`config.mk`:
```
export PLATFORM = sky130hd
export DESIGN_NAME = regfile_write_arbiter
export DESIGN_NICKNAME = d
export VERILOG_FILES = /design/src/rtl/regfile_write_arbiter_pkg.sv /design/src/rtl/regfile_write_arbiter_wr_fifo.sv /design/src/rtl/regfile_write_arbiter.sv
export SDC_FILE = /design/constraint.sdc
export NUM_CORES = 1
export LEC_CHECK = 0
export ABC_AREA = 1
export CAP_MARGIN = 20
export CORE_AREA = 5 5 122 182
export CTS_CLUSTER_DIAMETER = 100
export DETAILED_ROUTE_END_ITERATION = 12
export DIE_AREA = 0 0 127 187
export PLACE_DENSITY = 0.55
export RECOVER_POWER = 50
export SETUP_SLACK_MARGIN = 0.05
export SLEW_MARGIN = 5
export SYNTH_ARGS = -nofsm -noshare
export SYNTH_HDL_FRONTEND = slang
export SYNTH_SLANG_ARGS = --single-unit
```
`constraint.sdc`:
```
create_clock -name clk -period 3.85 [get_ports clk]
set_input_delay 0.385 -clock clk [delete_from_list [all_inputs] [get_ports clk]]
set_output_delay 0.385 -clock clk [all_outputs]
set_load 0.03 [all_outputs]
```
`src/rtl/regfile_write_arbiter_pkg.sv`:
```
// rtl/regfile_write_arbiter_pkg.sv - shared regfile widths and requester ids
package regfile_write_arbiter_pkg;

   localparam int REG_ADDR_W = 3;
   localparam int DATA_W     = 32;
   localparam int NUM_REGS   = 8;
   localparam int ENTRY_W    = REG_ADDR_W + DATA_W;

   typedef enum logic {
      REQ_A = 1'b0,
      REQ_B = 1'b1
   } req_id_e;

endpackage

```
`src/rtl/regfile_write_arbiter_wr_fifo.sv`:
```
// rtl/regfile_write_arbiter_wr_fifo.sv - per-requester write buffer, {dst,data} entries
module wr_fifo
   import regfile_write_arbiter_pkg::*;
#(
   parameter int DEPTH = 2
) (
   input  logic                          clk,
   input  logic                          reset,
   input  logic                          push,
   input  logic                          pop,
   input  logic [ENTRY_W-1:0]            din,
   output logic [ENTRY_W-1:0]            dout,
   output logic                          empty,
   output logic                          full,
   output logic [DEPTH-1:0]              ent_valid,
   output logic [DEPTH*REG_ADDR_W-1:0]   ent_dst
);

   localparam int PTR_W = $clog2(DEPTH);

   logic [ENTRY_W-1:0] r_mem [DEPTH];
   logic [DEPTH-1:0]   r_vld;
   logic [PTR_W-1:0]   r_rd_ptr;
   logic [PTR_W-1:0]   r_wr_ptr;
   logic [PTR_W:0]     r_count;
   logic               w_push;
   logic               w_pop;

   assign empty  = (r_count == '0);
   assign full   = (r_count == (PTR_W+1)'(DEPTH));
   assign w_push = push & ~full;
   assign w_pop  = pop & ~empty;
   assign dout   = r_mem[r_rd_ptr];
   assign ent_valid = r_vld;

   // Pointers are PTR_W bits wide, so increment wraps modulo DEPTH.
   always_ff @(posedge clk or posedge reset) begin
      if (reset) begin
         r_rd_ptr <= '0;
         r_wr_ptr <= '0;
         r_count  <= '0;
         r_vld    <= '0;
      end else begin
         if (w_push) begin
            r_vld[r_wr_ptr] <= 1'b1;
            r_wr_ptr        <= r_wr_ptr + PTR_W'(1);
         end
         if (w_pop) begin
            r_vld[r_rd_ptr] <= 1'b0;
            r_rd_ptr        <= r_rd_ptr + PTR_W'(1);
         end
         case ({w_push, w_pop})
            2'b10:   r_count <= r_count + (PTR_W+1)'(1);
            2'b01:   r_count <= r_count - (PTR_W+1)'(1);
            default: r_count <= r_count;
         endcase
      end
   end

   always_ff @(posedge clk) begin
      if (w_push) begin
         r_mem[r_wr_ptr] <= din;
      end
   end

   for (genvar g = 0; g < DEPTH; g++) begin : g_dst
      assign ent_dst[g*REG_ADDR_W +: REG_ADDR_W] = r_mem[g][ENTRY_W-1 -: REG_ADDR_W];
   end

endmodule

```
`src/rtl/regfile_write_arbiter.sv`:
```
// rtl/regfile_write_arbiter.sv - two buffered requesters sharing one regfile write port, round-robin
module regfile_write_arbiter
   import regfile_write_arbiter_pkg::*;
#(
   parameter int DEPTH = 2
) (
   input  logic                  clk,
   input  logic                  reset,
   input  logic                  a_valid,
   output logic                  a_ready,
   input  logic [REG_ADDR_W-1:0] a_dst,
   input  logic [DATA_W-1:0]     a_data,
   input  logic                  b_valid,
   output logic                  b_ready,
   input  logic [REG_ADDR_W-1:0] b_dst,
   input  logic [DATA_W-1:0]     b_data,
   output logic [REG_ADDR_W-1:0] rf_w,
   output logic                  rf_we,
   output logic [DATA_W-1:0]     rf_in,
   output logic [NUM_REGS-1:0]   pending
);

   req_id_e                       r_last_grant;
   req_id_e                       w_grant;
   logic                          w_a_empty, w_a_full, w_b_empty, w_b_full;
   logic                          w_a_push, w_a_pop, w_b_push, w_b_pop;
   logic [ENTRY_W-1:0]            w_a_dout, w_b_dout, w_head;
   logic [DEPTH-1:0]              w_a_vld, w_b_vld;
   logic [DEPTH*REG_ADDR_W-1:0]   w_a_dst_vec, w_b_dst_vec;

   assign a_ready  = ~w_a_full;
   assign b_ready  = ~w_b_full;
   assign w_a_push = a_valid & a_ready;
   assign w_b_push = b_valid & b_ready;
   assign rf_we    = ~w_a_empty | ~w_b_empty;
   assign w_a_pop  = rf_we & (w_grant == REQ_A);
   assign w_b_pop  = rf_we & (w_grant == REQ_B);

   wr_fifo #(.DEPTH(DEPTH)) u_fifo_a (
      .clk       (clk),
      .reset     (reset),
      .push      (w_a_push),
      .pop       (w_a_pop),
      .din       ({a_dst, a_data}),
      .dout      (w_a_dout),
      .empty     (w_a_empty),
      .full      (w_a_full),
      .ent_valid (w_a_vld),
      .ent_dst   (w_a_dst_vec)
   );

   wr_fifo #(.DEPTH(DEPTH)) u_fifo_b (
      .clk       (clk),
      .reset     (reset),
      .push      (w_b_push),
      .pop       (w_b_pop),
      .din       ({b_dst, b_data}),
      .dout      (w_b_dout),
      .empty     (w_b_empty),
      .full      (w_b_full),
      .ent_valid (w_b_vld),
      .ent_dst   (w_b_dst_vec)
   );

   // On a tie, the requester that was not served last wins.
   always_comb begin
      w_grant = REQ_A;
      if (w_a_empty) begin
         w_grant = REQ_B;
      end else if (!w_b_empty && r_last_grant == REQ_A) begin
         w_grant = REQ_B;
      end
   end

   assign w_head = (w_grant == REQ_A) ? w_a_dout : w_b_dout;
   assign rf_w   = rf_we ? w_head[ENTRY_W-1 -: REG_ADDR_W] : '0;
   assign rf_in  = rf_we ? w_head[DATA_W-1:0] : '0;

   always_ff @(posedge clk or posedge reset) begin
      if (reset) begin
         r_last_grant <= REQ_B;
      end else if (rf_we) begin
         r_last_grant <= w_grant;
      end
   end

   always_comb begin
      pending = '0;
      for (int r = 0; r < NUM_REGS; r++) begin
         for (int e = 0; e < DEPTH; e++) begin
            if (w_a_vld[e] && w_a_dst_vec[e*REG_ADDR_W +: REG_ADDR_W] == REG_ADDR_W'(r)) begin
               pending[r] = 1'b1;
            end
            if (w_b_vld[e] && w_b_dst_vec[e*REG_ADDR_W +: REG_ADDR_W] == REG_ADDR_W'(r)) begin
               pending[r] = 1'b1;
            end
         end
      end
   end

endmodule

```
==> results.md, run 1 <==
* Final Wtd Congestion at 0.794
* Worst reg2reg path depth at 9
* Avg Cell Area, Syn at approximately 9.5 sq um
* Row cnt at 64
* Internal reg-to-reg setup slack at between 1.5 and 2 ns
* PwrDens at 930 nW/um^2
* Total CTS buffers at 17
* CP max stage delay at 0.72 ns
* Max Slew Vio Count at 0
* Required @ worst endpoint at roughly 3.5 ns
* Cts hold-fix bufs at 0
* WP data arrival at approximately 2.9 ns
* DP HPWL at between 10,000 and 15,000 um
* CTS clk-pin slew, worst paths at approximately 0.060 ns
* Clock tree root buffer cell: clkbuf_16
* Fin. Hold Viols at 0
* Avg WL per Cell at around 16 um
* H-tree depth at 4
* Die Y-Extent at 187 um
* Setup violations, final at 0
* Hold Path Class: primary input to asynchronous set/reset pin
* Initial antenna violation count at 11
* DR vias at approximately 5,100
* Fraction of layout cells with a size suffix above 1 at roughly 7%
* Die footprint at around 24,000 sq um
* Largest net degree at the start of global routing at between 40 and 50
* Max cap viols at 0
* CP Capture Type: primary output
* CP max stage cell: clkdlybuf4s50_1
* Sequential area share after synthesis at between 60% and 70%
* Clock Tree Buf Depth at 2
* Hold_ws at between 0.4 and 0.5 ns
* Crit path launch type: flip-flop
* Post-route clock period utilization at a little under nine tenths
* FF-to-FF End: u_fifo_a.r_count[1]
* Setup Buffers After CTS at 0
* Setup TNS at 0 ns
* VDD IR-drop max at 0.880 mV
* Critical path, cell by cell: inv_1 -> nand2_1 -> nand2_4 -> nand2_1 -> inv_12 -> nor2_1 -> nor2_1 -> clkdlybuf4s50_1
* Core ar. at 20,300 sq um
* Min Tclk post-route at between 3 and 4 ns
* YS warnings at 0
* Remaining DRCs at 0
* Die W at around 130 um
* DP Worst Slack at about 1.1 ns
* Io pins at 120
* Via density at between 4 and 5
* F_max at 0.301 GHz
* RSZ-0062 raised after global routing: no
* Area Overhead vs Synth at 27.7%
* Status: finished, final reports clean
* CP Class: flip-flop to primary output
* CP Max Fanout at 37
* Mapped Nets at between 800 and 900
* Antenna Nets Post-Route at 0
* Setup ws final at roughly 0.53 ns
* End-of-flow core utilization at between 40 and 50%
* Worst slew margin at a little over half
* First-pass GRT wire length at 27,800 um
* Post-Route WL at between 15,000 and 20,000 um
* PostCTS Resize Cnt at 0
* Distinct cell type count after synthesis at 30
* CTS tree: yes
* Worst skew pair latency at between 0.4 and 0.5 ns
* Final clock skew at approximately 0.0064 ns
* Effective utilization at floorplan at about a third
* Synth Register Bits at about 150
* Worst reg2reg startpoint: u_fifo_b.r_count[0]
* DRT Pass-1 Iters at 4
* Worst-Margin Slew at ~0.70 ns
* DR iter-0 viols at around 280
* Pwr Total at roughly 8.4 mW
* # nets final at 940
* PortBufs at 119
* Post-Syn Area at slightly above 7000 sq um
* Leakage at just over 4 nW
* Total global-route track usage at between 15 and 20%
* GRT overflow at 0
* Synth Instances at approximately 750
* Vias in the first global route at about 5,100
* Clock Sinks at roughly 150
-- worst max-delay path, delay by kind of cell, from the launching register on --
kind / cells / cell delay [ns]
buf+inv: 3 / 1.07
simple gates: 5 / 1.04
flops: 1 / 0.41
-- metrics by stage --
step,cells,area (sq um)
final,1143,9010
after global routing,1143,9010
after CTS,1141,9020
after detailed placement,1109,8470
after global placement,1109,8470
after floorplan,745,7050
-- Yosys cell counts, drive strengths merged --
master / n / area (sq um)
nor3: 1 / 5.00
nand2: 224 / 875
inv: 108 / 423
nor2: 164 / 671
buf: 25 / 164
or2: 2 / 12.5
dfrtp: 12 / 300
ha: 2 / 25.0
edfxtp: 140 / 4200
o211ai: 1 / 7.51
clkbuf: 2 / 7.51
o21ai: 5 / 25.0
dfstp: 1 / 26.3
xnor2: 3 / 26.3
xor2: 1 / 8.76
a21oi: 15 / 75.1
nand4: 3 / 18.8
clkinv: 1 / 3.75
nand3: 35 / 175
-- cell usage in the layout, fill, tap and decap left out, types with 3 or more instances in the layout --
| cell | Yosys | final |
|---|---|---|
| o21ai_0 | 5 | 5 |
| xnor2_1 | 3 | 3 |
| nand4_1 | 3 | 3 |
| dfrtp_1 | 12 | 11 |
| inv_1 | 104 | 105 |
| a21oi_1 | 15 | 15 |
| clkbuf_16 | 0 | 17 |
| clkinv_1 | 1 | 3 |
| nor2_2 | 19 | 19 |
| nor2_1 | 144 | 144 |
| edfxtp_1 | 140 | 140 |
| buf_4 | 1 | 8 |
| dlygate4sd3_1 | 0 | 71 |
| nand2_1 | 220 | 222 |
| clkdlybuf4s50_1 | 0 | 47 |
| nand3_1 | 35 | 35 |
| clkinv_2 | 0 | 4 |
| clkbuf_1 | 2 | 5 |
-- cell type report --
type	count	area, sq um
multi-input cells	456	1910
diodes	2	5.00
repair buffers	127	1260
well taps	264	330
clock inverters	10	103
inverters	109	427
clock buffers	22	444
fillers	2033	11300
flip-flops and latches	153	4530
-- worst max-delay path by stage --
stage	from	to	slack (ns)
after floorplan	u_fifo_a.r_count[0]	u_fifo_a.r_mem[0][0]	1.76
after detailed placement	u_fifo_a.r_rd_ptr	rf_in[25]	1.14
after CTS	u_fifo_a.r_rd_ptr	rf_in[25]	0.69
after global routing	u_fifo_b.r_count[0]	rf_in[22]	0.35
final	u_fifo_b.r_count[0]	rf_in[18]	0.53
after global placement	u_fifo_a.r_rd_ptr	rf_in[3]	1.15
-- sequential cells by signal, indices dropped and copies added (netlist names) --
signal and cells:
u_fifo_b.ent_valid 2, r_last_grant 1, u_fifo_a.ent_valid 2, u_fifo_a.r_count 2, u_fifo_a.r_wr_ptr 1, u_fifo_b.r_rd_ptr 1
u_fifo_a.r_mem 70, u_fifo_a.r_rd_ptr 1, u_fifo_b.r_mem 70, u_fifo_b.r_wr_ptr 1, u_fifo_b.r_count 2
-- per-layer routing --
metal | track usage, % | share of wire, % | vias to the layer above
li1 | - | - | 2569
met1 | 16.1 | 37 | 2324
met2 | 29.5 | 55 | 148
met3 | 3.80 | 4.7 | 40
met4 | 5.86 | 3.4 | 4
met5 | 0 | 0.12 | -
-- cell families (layout without fill, tap and decap cells) --
kind of cell	after synthesis	count (layout)	share of synthesized area (%)
adder cells (fa/ha/maj)	2	2	0.355
buffers and inverters	136	268	8.48
XOR/XNOR	4	4	0.497
flip-flops	153	153	64.2
AO/OA/AOI/OAI	21	21	1.53
other	0	2	0
AND/OR/NAND/NOR	429	429	24.9
-- where the power goes --
group,switching (mW),total [mW],internal [mW]
Combinational,2.85,4.35,1.50
Clock,0.594,1.54,0.943
Sequential,0.200,2.49,2.29
Total,3.64,8.38,4.74
No activity file was read; power rests on OpenSTA's default activity.
==> run 2: changes to the inputs <==
- HOLD_SLACK_MARGIN: unset -> 0.06
==> results of run 2 <==
No change in the layout: final DEF, timing and power equal those of run 1.
==> edit 1: new RTL, flow settings as in run 2 <==
Reset style: synchronous (`reset`), changed in 2 clocked blocks.
--- a/src/rtl/regfile_write_arbiter_wr_fifo.sv
+++ b/src/rtl/regfile_write_arbiter_wr_fifo.sv
@@ -34,7 +34,7 @@
    assign ent_valid = r_vld;
 
    // Pointers are PTR_W bits wide, so increment wraps modulo DEPTH.
-   always_ff @(posedge clk or posedge reset) begin
+   always_ff @(posedge clk) begin
       if (reset) begin
          r_rd_ptr <= '0;
          r_wr_ptr <= '0;
--- a/src/rtl/regfile_write_arbiter.sv
+++ b/src/rtl/regfile_write_arbiter.sv
@@ -76,7 +76,7 @@
    assign rf_w   = rf_we ? w_head[ENTRY_W-1 -: REG_ADDR_W] : '0;
    assign rf_in  = rf_we ? w_head[DATA_W-1:0] : '0;
 
-   always_ff @(posedge clk or posedge reset) begin
+   always_ff @(posedge clk) begin
       if (reset) begin
          r_last_grant <= REQ_B;
       end else if (rf_we) begin
Behaviour: differs if reset is asserted again (counterexample within 4 cycles, from zero or initial values and one cycle with reset high); with reset held inactive, the same outputs for 4 cycles.
==> edit 1 against run 2 <==
The flow now finishes with violations (max-capacitance violations, max-slew violations); maximum frequency increased by 6.4%; sequential power decreased by 8.4%; routed wire length is 12% lower; worst setup slack improved by 200 ps; design area is 4.5% lower; area after synthesis fell by 7.1%; core utilization shrank 2.0 points; total power shrank 20%; cell count shrank 8.1%; sequential cell count is 2 higher; sequential share of layout area increased by 2.1 points; critical path type unchanged; largest power group unchanged.
==> edit 1: results (changes against run 2) <==
Tot GR Track Use=13.5% (-2.0 points); Mapped Nets=721 (-12%); Synth Area in Adders=0.382% (+0.027 points); layout cells sized above 1=6.77% (-0.41 points); Max Cap Viol=2 (+2); met3 wire length=545 µm (-35%); Metal-1 WL=6170 µm (-5.8%); Seq/Total Area, Yosys=68.7% (+4.5 points); M2 GR Usage=24.7% (-4.9 points); Synth Area in Compound Gates=5.78% (+4.3 points); worst relative slew slack=-28.5% (-82 points); met1 Use GR=14.7% (-1.4 points); Top FF cell, synth=edfxtp_1; CP Max Fanout=22 (-41%); Netlist cell types=26 (-13%); first-pass GRT wire length=24400 µm (-12%); mean routed wirelength per cell=14.9 µm (-4.7%); Routability Congestion=0.870 (+9.5%); CP arrival=2740 ps (-200 ps); post-layout net count=846 (-10%); dpl cells=1015 (-8.5%); initial antenna violation count=4 (-7); number of global-route vias before repair=4687 (-8.7%); met2 wire length=8440 µm (-14%); number of DRC markers in iteration 0=193 (-31%); Non-Filler Instances=1050 (-8.1%); Final Max Slew Viols=37 (+37); Worst Setup SP=u_fifo_b.r_count[0]$_SDFFE_PP0P_; HP Class=reg -> reg; failing checks=max-capacitance violations, max-slew violations; commonest cells in the netlist=nand2_1, edfxtp_1, inv_1; syn avg cell area=10.2 µm² (+7.3%); synth top area cells=edfxtp_1, nand2_1, dfxtp_1; GRT met3 Usage=2.49% (-1.3 points); Setup Skew=9.99 ps (+3.55 ps); detailed placement HPWL=10900 µm (-14%); status=finished with violations; leakage=3.48 nW (-15%); Place WS=1160 ps (+20.7 ps); Syn-to-layout area delta=31.2%; RR Startpoint=u_fifo_a.r_count[0]$_SDFFE_PP0P_; XOR/XNOR share of the synthesized area=0% (-0.50 points); largest net degree at the start of global routing=38 (-12%); Post-DP Area=8030 µm² (-5.3%)
==> edit 1: changes by cell type after synthesis, moves of 4 or more <==
cell	run 2	this run
inv_1	104	60
o21ai_0	5	45
dfxtp_1	0	15
nand3_1	35	1
dfrtp_1	12	0
nand2_1	220	282
buf_2	21	10
nor2_1	144	38
clkbuf_1	2	6
buf_6	1	5
nor2_2	19	1
==> edit 1: power by group <==
group          internal (mW)  switching, mW  leakage, nW
sequential              2.11          0.168         1.43
combinational          0.990           1.83         1.77
clock                  0.914          0.713        0.286
==> edit 1: path summary, 6_finish.rpt <==
check                                        end  slack (ps)  depth (start not counted)
setup / recovery                       rf_in[17]         730                          7
hold / removal    u_fifo_b.r_wr_ptr$_SDFFE_PP0N_         470                          2
setup reg to reg  u_fifo_a.r_mem[1][3]$_DFFE_PP_         870                          5
hold reg to reg   u_fifo_b.r_wr_ptr$_SDFFE_PP0N_         470                          2
==> edit 1: critical path, cell delays in order, from the launching register on <==
cell and delay (ps):
dfxtp_1 360, inv_1 100, nand2_1 130, a21oi_4 540, buf_4 350, nand2_1 80
nand2_1 80, clkdlybuf4s50_1 670
==> edit 1: final cells by class <==
class | count | share of cell area (%)
Sequential cell | 155 | 52.4
Multi-Input combinational cell | 402 | 19.4
Timing Repair Buffer | 128 | 14.6
Clock buffer | 17 | 4.95
Tap cell | 264 | 3.84
Inverter | 66 | 2.88
Clock inverter | 15 | 1.82
Antenna cell | 3 | 0.0873
==> edit 1: cells by family after synthesis <==
kind of cell | count (synthesis)
AND/OR/NAND/NOR | 330
flip-flops | 155
buffers and inverters | 88
AO/OA/AOI/OAI | 70
adder cells (fa/ha/maj) | 2
==> edit 2: new RTL, config.mk and constraints of run 2 <==
Without the edit above. Change the package constant `REG_ADDR_W` from 3 to 4.
--- a/src/rtl/regfile_write_arbiter_pkg.sv
+++ b/src/rtl/regfile_write_arbiter_pkg.sv
@@ -1,7 +1,7 @@
 // rtl/regfile_write_arbiter_pkg.sv - shared regfile widths and requester ids
 package regfile_write_arbiter_pkg;
 
-   localparam int REG_ADDR_W = 3;
+   localparam int REG_ADDR_W = 4;
    localparam int DATA_W     = 32;
    localparam int NUM_REGS   = 8;
    localparam int ENTRY_W    = REG_ADDR_W + DATA_W;
Ports: changed (resized a_dst, b_dst and rf_w); port bits go from 120 to 123. The function was not compared with the original's and may differ.
==> edit 2 against run 2 <==
The run now ends with max-capacitance violations, max-slew violations left; core utilization decreased by 0.76 points; area after synthesis decreased by 3.4%; total power decreased by 5.0%; synthesized cell count decreased by 11%; die area unchanged; register-to-register slack got worse by 250 ps; worst setup slack got worse by 54 ps; routed wire length decreased by 0.92%; global-route usage decreased by 0.46 points; non-clock buffer count unchanged; sequential cell count increased by 4; cell count decreased by 7.2%; design area decreased by 1.7%; highest routed layer unchanged.
==> edit 2: results (changes against run 2) <==
Non-Filler Instances=1061 (-7.2%); Critical Path End=rf_in[15]; worst slew pin tran=1680 ps (+987 ps); fillers=1995 (-1.9%); share of flip-flops with an asynchronous set or reset=8.28% (-0.22 points); Mapped Nets=739 (-10%); Worst Setup SP=r_last_grant$_DFFE_PP1P_; reg-to-reg critical path endpoint=u_fifo_a.r_mem[1][0]$_DFFE_PP_; Tot GR Track Use=15.1% (-0.46 points); Comb power=3.83 mW (-12%); Synth Area in Compound Gates=5.14% (+3.6 points); detailed placement HPWL=12000 µm (-5.5%); FMAX=296 MHz (-1.6%); Final Max Slew Viols=37 (+37); initial antenna violation count=7 (-4); Peak VDD IR=553 µV (-37%); Seq/Total Area, Yosys=68.3% (+4.0 points); critical path's slowest cell=o22ai_1; Worst R2R Setup Slack=1340 ps (-250 ps); Largest regs=u_fifo_a.r_mem x72, u_fifo_b.r_mem x72; XOR/XNOR share of the synthesized area=0.514% (+0.018 points); Port Buffers=122 (+2.5%); synth top area cells=edfxtp_1, nand2_1, nor2_1; mean routed wirelength per cell=16.6 µm (+6.7%); mux cell area share after synthesis=0% (unchanged); CP Max Fanout=13 (-65%); number of DRC markers in iteration 0=186 (-33%); CP max stage delay=830 ps (+110 ps); Netlist cell types=26 (-13%); drt first pass iters=4 (unchanged); Place WS=1010 ps (-128 ps); leakage=3.66 nW (-11%); failing checks=max-capacitance violations, max-slew violations; commonest cells in the netlist=nand2_1, edfxtp_1, nor2_1; Max Cap Viol=1 (+1); layout cells sized above 1=5.90% (-1.3 points); Int Pwr=4.51 mW (-4.7%); worst reg2reg path depth=6 (-3); Synth Area in Adders=0.367% (+0.013 points); syn avg cell area=10.3 µm² (+8.8%); Clk pwr share=20.3% (+2.0 points); Synth warnings=0 (unchanged); Routability Congestion=0.790 (-0.52%); CP arrival=2990 ps (+50 ps); Post-DP Area=8290 µm² (-2.2%); final hold slack=473 ps (+1.55 ps); post-layout net count=861 (-8.4%); largest net degree at the start of global routing=55 (+28%); Via Count=4783 (-5.9%); number of global-route vias before repair=4888 (-4.8%); clock group power=1.62 mW (+5%); Post-synth EDFFs=144 (+2.9%); dpl cells=1028 (-7.3%); Multi-input gate area=1780 µm² (-6.7%); status=finished with violations; Setup Skew=9.82 ps (+3.38 ps); RR Startpoint=u_fifo_a.r_count[0]$_DFFE_PP0P_; first-pass GRT wire length=26800 µm (-3.6%)
==> edit 2: cell count changes in the layout (fill, tap and decap cells not counted), sizes merged, moves of 3 or more <==
cell / run 2 / this run
a21boi: 0 / 20
a21oi: 15 / 6
buf: 9 / 5
clkbuf: 22 / 17
clkinv: 7 / 4
edfxtp: 140 / 144
inv: 108 / 79
nand3: 35 / 19
nand4: 3 / 8
nor2: 164 / 89
nor3: 1 / 5
o21ai: 5 / 30
==> edit 2: layout make-up <==
| type | count | area share, % |
|---|---|---|
| clock inverters | 15 | 1.68 |
| multi-input cells | 412 | 20.1 |
| repair buffers | 127 | 14.2 |
| inverters | 68 | 2.88 |
| well taps | 264 | 3.73 |
| diodes | 1 | 0.0283 |
| clock buffers | 17 | 4.81 |
| flip-flops and latches | 157 | 52.6 |
==> edit 2: routing by layer <==
metal  share of wire (%)  vias up  global-route usage, %
met5                0.19        -                      0
met4                 2.2        6                   5.53
met3                 4.7       30                   3.83
met2                  56      123                   28.6
met1                  37     2212                   15.7
li1                    -     2412                      -
